--- src/rtl/render_tile_row.sv ---
// render_tile_row: composes one row of PIXELS pixels from a background tile
// and NUM_SPRITES sprite channels and streams it to VGA RAM, one pixel per clock.
module render_tile_row #(
    parameter int PIXELS      = 8,
    parameter int NUM_SPRITES = 2,
    parameter int SCREEN_W    = 256,
    parameter int SCREEN_H    = 240
) (
    input  logic                        clk,
    input  logic                        rst,
    input  logic                        start,
    input  logic [8:0]                  vga_start_row,
    input  logic [8:0]                  vga_start_col,
    input  logic [PIXELS-1:0]           bg_pattern_low,
    input  logic [PIXELS-1:0]           bg_pattern_high,
    input  logic [31:0]                 bg_colors,
    input  logic [NUM_SPRITES*PIXELS-1:0] spr_pattern_low,
    input  logic [NUM_SPRITES*PIXELS-1:0] spr_pattern_high,
    input  logic [NUM_SPRITES*8-1:0]    spr_attr,
    input  logic [NUM_SPRITES*32-1:0]   spr_colors,
    input  logic [7:0]                  ppu_ctrl2,
    input  logic                        hit_clear,
    output logic [8:0]                  vga_addr_row,
    output logic [8:0]                  vga_addr_col,
    output logic [7:0]                  vga_data,
    output logic                        vga_write_en,
    output logic                        busy,
    output logic                        done,
    output logic                        sprite0_hit
);

    // Pixel counter is 4 bits wide because PIXELS never exceeds 16.
    localparam int KW = 4;
    localparam logic [KW-1:0] LAST_K     = KW'(PIXELS - 1);
    localparam logic [9:0]    SCREEN_W_L = 10'(SCREEN_W);
    localparam logic [8:0]    SCREEN_H_L = 9'(SCREEN_H);

    typedef enum logic {IDLE, DRAW} state_t;

    state_t         state, state_next;
    logic [KW-1:0]  k, k_next;
    logic           load;
    logic           done_q, done_next;
    logic           hit_q;

    logic [8:0]                    row_q, col_q;
    logic [PIXELS-1:0]             bg_lo_q, bg_hi_q;
    logic [31:0]                   bg_colors_q;
    logic [NUM_SPRITES*PIXELS-1:0] spr_lo_q, spr_hi_q;
    logic [NUM_SPRITES*8-1:0]      spr_attr_q;
    logic [NUM_SPRITES*32-1:0]     spr_colors_q;
    logic [7:0]                    ctrl_q;

    logic [9:0]     col_c;
    logic [KW-1:0]  rev_k;
    logic [15:0]    bg_lo_ext, bg_hi_ext;
    logic [1:0]     bg_idx;
    logic           left_zone, bg_on, spr_on, bg_opaque, visible;
    logic [15:0]    s_lo, s_hi;
    logic [KW-1:0]  s_sel;
    logic [1:0]     s_idx;
    logic           win_found, win_behind, s0_opaque, hit_now;
    logic [7:0]     win_color, pix_color;

    // State, pixel counter and the registered done pulse
    always_ff @(posedge clk or negedge rst) begin
        if (!rst) begin
            state  <= IDLE;
            k      <= '0;
            done_q <= 1'b0;
        end else begin
            state  <= state_next;
            k      <= k_next;
            done_q <= done_next;
        end
    end

    // Next-state logic: accept start only when idle, walk k across the row
    always_comb begin
        state_next = state;
        k_next     = k;
        load       = 1'b0;
        done_next  = 1'b0;
        case (state)
            IDLE: begin
                if (start) begin
                    load       = 1'b1;
                    state_next = DRAW;
                    k_next     = '0;
                end
            end
            DRAW: begin
                if (k == LAST_K) begin
                    state_next = IDLE;
                    k_next     = '0;
                    done_next  = 1'b1;
                end else begin
                    k_next = k + 1'b1;
                end
            end
        endcase
    end

    // Snapshot every operand at start so upstream can move on immediately
    always_ff @(posedge clk or negedge rst) begin
        if (!rst) begin
            row_q        <= '0;
            col_q        <= '0;
            bg_lo_q      <= '0;
            bg_hi_q      <= '0;
            bg_colors_q  <= '0;
            spr_lo_q     <= '0;
            spr_hi_q     <= '0;
            spr_attr_q   <= '0;
            spr_colors_q <= '0;
            ctrl_q       <= '0;
        end else if (load) begin
            row_q        <= vga_start_row;
            col_q        <= vga_start_col;
            bg_lo_q      <= bg_pattern_low;
            bg_hi_q      <= bg_pattern_high;
            bg_colors_q  <= bg_colors;
            spr_lo_q     <= spr_pattern_low;
            spr_hi_q     <= spr_pattern_high;
            spr_attr_q   <= spr_attr;
            spr_colors_q <= spr_colors;
            ctrl_q       <= ppu_ctrl2;
        end
    end

    // Pixel k: masking, sprite priority (lowest channel wins), colour pick, clipping
    always_comb begin
        col_c     = {1'b0, col_q} + {{(10-KW){1'b0}}, k};
        rev_k     = LAST_K - k;
        left_zone = (col_c < 10'd8);
        bg_on     = ctrl_q[3] && !(left_zone && !ctrl_q[1]);
        spr_on    = ctrl_q[4] && !(left_zone && !ctrl_q[2]);
        bg_lo_ext = 16'(bg_lo_q);
        bg_hi_ext = 16'(bg_hi_q);
        bg_idx    = {bg_hi_ext[rev_k], bg_lo_ext[rev_k]};
        bg_opaque = bg_on && (bg_idx != 2'd0);

        win_found  = 1'b0;
        win_behind = 1'b0;
        win_color  = 8'd0;
        s0_opaque  = 1'b0;
        s_lo       = '0;
        s_hi       = '0;
        s_sel      = '0;
        s_idx      = '0;
        for (int i = NUM_SPRITES - 1; i >= 0; i--) begin
            s_lo  = 16'(spr_lo_q[i*PIXELS +: PIXELS]);
            s_hi  = 16'(spr_hi_q[i*PIXELS +: PIXELS]);
            s_sel = spr_attr_q[i*8 + 6] ? k : rev_k;
            s_idx = {s_hi[s_sel], s_lo[s_sel]};
            if (spr_on && (s_idx != 2'd0)) begin
                win_found  = 1'b1;
                win_behind = spr_attr_q[i*8 + 5];
                win_color  = spr_colors_q[i*32 + 8*int'(s_idx) +: 8];
                if (i == 0) begin
                    s0_opaque = 1'b1;
                end
            end
        end

        if (win_found && (!win_behind || !bg_opaque)) begin
            pix_color = win_color;
        end else if (bg_opaque) begin
            pix_color = bg_colors_q[8*int'(bg_idx) +: 8];
        end else begin
            pix_color = bg_colors_q[7:0];
        end

        visible = (col_c < SCREEN_W_L) && (row_q < SCREEN_H_L);
        hit_now = (state == DRAW) && visible && s0_opaque && bg_opaque &&
                  (col_c <= 10'd254);
    end

    // Sticky sprite-0 hit; a clear wins over a set arriving in the same cycle
    always_ff @(posedge clk or negedge rst) begin
        if (!rst) begin
            hit_q <= 1'b0;
        end else if (hit_clear) begin
            hit_q <= 1'b0;
        end else if (hit_now) begin
            hit_q <= 1'b1;
        end
    end

    assign busy         = (state == DRAW);
    assign done         = done_q;
    assign vga_write_en = busy && visible;
    assign vga_addr_row = busy ? row_q : 9'd0;
    assign vga_addr_col = busy ? col_c[8:0] : 9'd0;
    assign vga_data     = busy ? pix_color : 8'd0;
    assign sprite0_hit  = hit_q | (hit_now & ~hit_clear);

endmodule

--- config.mk ---
export PLATFORM = sky130hd
export DESIGN_NAME = render_tile_row
export DESIGN_NICKNAME = d
export VERILOG_FILES = /design/src/rtl/render_tile_row.sv
export SDC_FILE = /design/constraint.sdc
export NUM_CORES = 1
export LEC_CHECK = 0
export CAP_MARGIN = 10
export CORE_ASPECT_RATIO = 2
export CORE_MARGIN = 3
export CORE_UTILIZATION = 63
export DETAILED_ROUTE_END_ITERATION = 10
export DONT_BUFFER_PORTS = 1
export PLACE_DENSITY_LB_ADDON = 0.08
export SLEW_MARGIN = 5
export SYNTH_ARGS = -nofsm -noshare
export SYNTH_HDL_FRONTEND = slang
export SYNTH_SLANG_ARGS = --single-unit
--- constraint.sdc ---
create_clock -name clk -period 3.9 [get_ports clk]
set_clock_uncertainty 0.1 [all_clocks]
set_input_delay 0.585 -clock clk [delete_from_list [all_inputs] [get_ports clk]]
set_output_delay 0.585 -clock clk [all_outputs]
set_load 0.05 [all_outputs]
* Word level (Yosys, flattened, before mapping)
Cells that the tools add are included.
** Storage, ports and cells
- Bits in registers :: 189
- Output and inout port bits :: 30
- Input bits :: 190
- Logic and storage cells :: 95
** Cells by class
- Reduce and logical (&&, ||, !) cells :: 24
- Equality and inequality tests :: 2
- Bitwise logic cells :: 4
- $lt $le $gt $ge :: 7
- Mux-type cells :: 37
- $add $sub $neg :: 4
- Shifts and indexed selects :: 3
** Operator list (count)
- $shiftx 64x6->8 :: 1
- $shiftx 64x8->8 :: 1
- $mux 8 :: 5
- $shiftx 32x6->8 :: 1
- $bmux 1 s4 :: 6
- $mux 1 :: 18
- $mux 9 :: 2
- $mux 4 :: 4
- $lt 4x5->1 const B :: 3
- $logic_and 1x1->1 :: 13
- $add 9x4->10 :: 1
- $le 10x8->1 const B :: 1
- $lt 10x4->1 const B :: 1
- $lt 10x9->1 const B :: 1
- $lt 9x8->1 const B :: 1
- $pmux 4 s2 :: 1
- $reduce_bool 2->1 :: 4
- $add 6x5->7 const A :: 1
- $logic_not 1->1 :: 6
- $add 4x1->4 const B :: 1
- $eq 4x3->1 const B :: 1
- $sub 3x4->4 const A :: 1
- $ne 2x2->1 const B :: 1
- $not 1->1 :: 2
- other kinds (4) :: 4

* Longest topological paths before layout
- Depth in word-level cells :: 13
- Gate-level depth with buffers :: 12
- Gate-level depth less buffers :: 10

* Worst setup path before layout
No wires, ideal clock.
- Path type :: reg-to-output
- From :: reg k[0]
- To :: out vga_data[0]
- Cell stages (with the launch flop) :: 10
- Arrival time :: 3788 ps
- Required time :: 3215 ps
- Path slack :: -573 ps
- Buffers on the path :: 0
- Cells stage by stage :: dfrtp_1 > ha_1 > fa_1 > a211oi_1 > nor3_1 > xnor2_1 > o2111ai_1 > o211ai_1 > o211ai_4 > o32ai_1
** On the way
- Longest elaborated chain between the ends :: 13
- Elaborated cells on any way between the ends :: 46
- Classes of those cells :: add/sub (3); order compare (1); shift (3); mux (23); reduce/logical (16)
** Ends and longest elaborated chain
- from (decl) :: line 41 : logic [KW-1:0] k, k_next;
- from (signal assigned) :: line 73 : k <= k_next;
- branches (longest 11 deep; another with $add 6x5->7)
- $mux 8 * :: line 166 : if (win_found && (!win_behind || !bg_opaque)) begin
- $mux 8 * :: line 195 : assign vga_data = busy ? pix_color : 8'd0;
- to (decl) :: line 25 : output logic [7:0] vga_data,
Every way passes the cells marked *. The select of a mux whose other input is x is not followed.

* Worst setup path after layout
- From :: reg k[0]
- To :: out vga_data[6]
The elaborated chain is that of the path after synthesis.

==> results.py <==
metrics = {
    "final_layout": {
        "fin_area_um2": 9253,
        "multi_input_area_um2": 3991,
        "seq_area_um2": 4030,
        "drive_gt1_share_pct": 13.97,
        "syn_to_final_growth_pct": 14.86,
        "fillers": 900,
        "nets": 1142,
        "n_antenna_cell": 0,
    },
    "global_routing": {
        "grt_pass1_wl_um": 33190,
        "grt-ovfl-total": 0,
        "grt_max_degree": 162,
        "grtUsageTotal_pct": 29.61,
        "first_global_vias": 6923,
        "antenna_found_initial": 0,
    },
    "cts": {
        "clk_pin_slew_ns": 0.07,
        "cts_tree": "done",
        "clock_path_buffers": 2,
        "clock_sink_count": 161,
        "clk_latency_ns": 0.42,
        "cts_root_buffer": "clkbuf_16",
        "htree_levels": 4,
        "cts_buffers": 17,
    },
    "route": {
        "remaining_drc_errors": 0,
        "wl_per_cell_um": 18.81,
        "ant_nets": 0,
        "drt-initial-drc-count": 359,
        "vias_per_cell": 5.984,
        "wl_um": 20810,
        "num_vias": 6618,
        "first_pass_iters": 5,
    },
    "timing": {
        "fin_crit_sh_pct": 106.6,
        "hold_ws_ns": -0.2497,
        "rsz0062_at_grt": "yes",
        "drv_slew": 0,
        "worst_pin_slew_ns": 0.9131,
        "max-slew-margin-rel_pct": 38.98,
        "finalHoldViolCount": 161,
        "clock.fmax_ghz": 0.2406,
        "setup_ws_ns": -0.2556,
        "fin_crit_ns": 4.156,
        "setup_viol": 8,
    },
    "logic_synthesis": {
        "synth_edf_count": 0,
        "synthArstFlopShare_pct": 100.0,
        "ys_ff_latch": 161,
        "ys.flop_type": "dfrtp_1",
        "synthesis.nets": 1132,
        "yosys_warnings": 0,
        "avgSynthCellArea_um2": 8.606,
        "syn-cell-area_um2": 8055,
        "ys_seq_area_share_pct": 50.02,
        "synth_cell_types": 63,
        "synth_cells": 936,
    },
    "worst_setup_path": {
        "end_kind": "primary output",
        "cp-start-kind": "flop",
        "crit_required_ns": 3.21,
        "criticalPathCategory": "reg -> out",
        "r2r_start": "k[0]",
        "path_max_fanout": 8,
        "critPathLaunch": "k[0]",
        "arrival_ns": 3.47,
        "r2r_cells": 13,
        "r2r_setup_slack_ns": 0.86,
    },
    "floorplanning": {
        "rows": 57,
        "start_util_pct": 65.29,
        "core_area_um2": 12340,
        "die_h_um": 165.9,
        "die-width_um": 85.96,
        "io_pins": 220,
        "die_area_um2": 14260,
    },
    "placed_design": {
        "place_area_um2": 8372,
        "dp_hpwl_um": 14540,
        "numPortBuffers": 0,
        "gp_congestion": 0.8852,
    },
    "run_status": {
        "outcome": "finished, violations left",
        "violations": "negative hold slack, negative setup slack",
    },
    "power_and_ir_drop": {
        "power_leakage_nw": 4.661,
        "vdd_ir_drop_max_v": 0.001878,
        "power.density_nw_per_um2": 1199,
    },
    "flow_run": {
        "maxCapViolCount": 0,
    },
    "worst_hold_path": {
        "min_path_type": "in -> async",
    },
}
[layer usage]
layer  routed length [µm]  vias to the layer above  GRT usage (%)
met3                 1007                       65          5.511
met2                11270                      226          52.27
met5                    0                        -              0
met4                 1022                        0          16.26
met1                 7508                     3214          32.52
li1                     -                     3113              -
[synth_stat cells (2+ instances only)]
master / number / area (µm²)
clkbuf_1: 44 / 165.2
inv_1: 8 / 30.03
and2_1: 16 / 100.1
a22oi_1: 12 / 90.09
xnor2_1: 5 / 43.79
mux2_2: 2 / 22.52
ha_1: 5 / 62.56
a2111o_1: 2 / 22.52
a221o_1: 2 / 20.02
and3_1: 3 / 18.77
nand2b_1: 2 / 12.51
o32ai_1: 8 / 70.07
xor2_1: 4 / 35.03
nor2_1: 22 / 82.58
a211oi_1: 3 / 22.52
o211a_1: 8 / 80.08
mux4_2: 10 / 225.2
nor3_1: 3 / 15.01
nand2_1: 474 / 1779
buf_6: 4 / 45.04
a221oi_1: 6 / 52.55
buf_2: 7 / 35.03
nand3_1: 16 / 80.08
o21ai_0: 14 / 70.07
o21a_1: 3 / 22.52
o22ai_1: 9 / 56.30
or2_2: 2 / 12.51
a21oi_1: 12 / 60.06
dfrtp_1: 161 / 4029
mux2i_1: 28 / 280.3
nand4_1: 4 / 25.02
a211o_1: 6 / 52.55
[worst paths after layout]
| path | endpoint |
|---|---|
| max in group asynchronous | k[3] |
| min in group clk | row_q[8] |
| worst min register to register | spr_colors_q[14] |
| worst max-delay path | vga_data[6] |
| worst max register to register | hit_q |
| worst min-delay path | bg_hi_q[0] |
[layout by cell type (no fill, tap or decap), drive strengths merged, types with 3 or more instances in the layout]
cell type	count
nand4	4
nand2	474
a21oi	13
clkbuf	19
and2	16
a211oi	3
o211a	8
nor2	23
o21ai	14
clkinvlp	3
o22ai	9
xnor2	5
a211o	6
a22oi	12
xor2	4
nand3	16
ha	5
a221oi	6
buf	47
nor3	3
o32ai	9
dfrtp	161
mux4	10
clkinv	4
mux2i	29
inv	15
o21a	3
and3	3
[logic make-up (layout without fill, tap and decap cells)]
kind of cell	after synthesis	count (layout)	share of synthesized area, %
simple gates	555	555	27.76
flops	161	161	50.02
compound gates	99	99	9.833
buf+inv	65	88	3.557
mux	41	41	6.834
xor+xnor	9	9	0.9785
fa+ha+maj	6	6	1.025
[stage by stage]
stage	power [mW]	instances	util, %	setup TNS (ns)	setup slack, ns
2_1_floorplan	7.413	936	-	-0.9706	-0.1213
3_3_place_gp	8.664	1065	67.85	-0.002554	-0.002554
3_5_place_dp	8.828	1065	67.85	-0.1265	-0.06150
4_1_cts	10.96	1104	74.65	-1.764	-0.2492
5_1_grt	11.77	1106	74.99	-2.846	-0.3807
6_report	11.10	1106	74.99	-1.829	-0.2556
[report_power, final]
part / leakage, nW / switching (mW) / total (mW) / internal (mW)
Sequential: 2.00 / 0.593 / 3.05 / 2.45
Combinational: 2.39 / 3.97 / 6.46 / 2.49
Clock: 0.273 / 0.733 / 1.59 / 0.858
Total: 4.66 / 5.30 / 11.1 / 5.80
[sequential cells by signal, summed over array words and instances, names as in the netlist]
signal and flops:
spr_colors_q 48, bg_colors_q 32, spr_hi_q 16, spr_lo_q 16, col_q 9, row_q 9, bg_hi_q 8, bg_lo_q 8
ctrl_q 4, k 4, spr_attr_q 4, busy 1, done 1, hit_q 1
[repair_timing]
item,in CTS,in global routing
setup buffers,7,3
pin swaps,12,3
setup endpoints to repair,9,9
gates resized for setup,37,4
hold endpoints to repair,161,161
[cell type report]
cell class                      instances  area share (%)
Timing Repair Buffer                   47           4.855
Clock buffer                           19           4.787
Tap cell                              147           1.988
Sequential cell                       161           43.56
Multi-Input combinational cell        710           43.14
Inverter                                9          0.4057
Clock inverter                         13           1.271
[worst max-delay path, stage by stage, from the launching register on]
cell,delay [ns]
dfrtp_1,0.41
ha_4,0.18
fa_2,0.35
a211oi_2,0.23
buf_4,0.20
nor4b_4,0.06
mux2i_2,0.24
o2111ai_2,0.16
o211ai_1,0.26
buf_4,0.20
clkinvlp_4,0.10
buf_12,0.15
o22ai_4,0.21
o32ai_2,0.12
buf_6,0.17
Note: power is estimated with default switching activity, not from simulation.
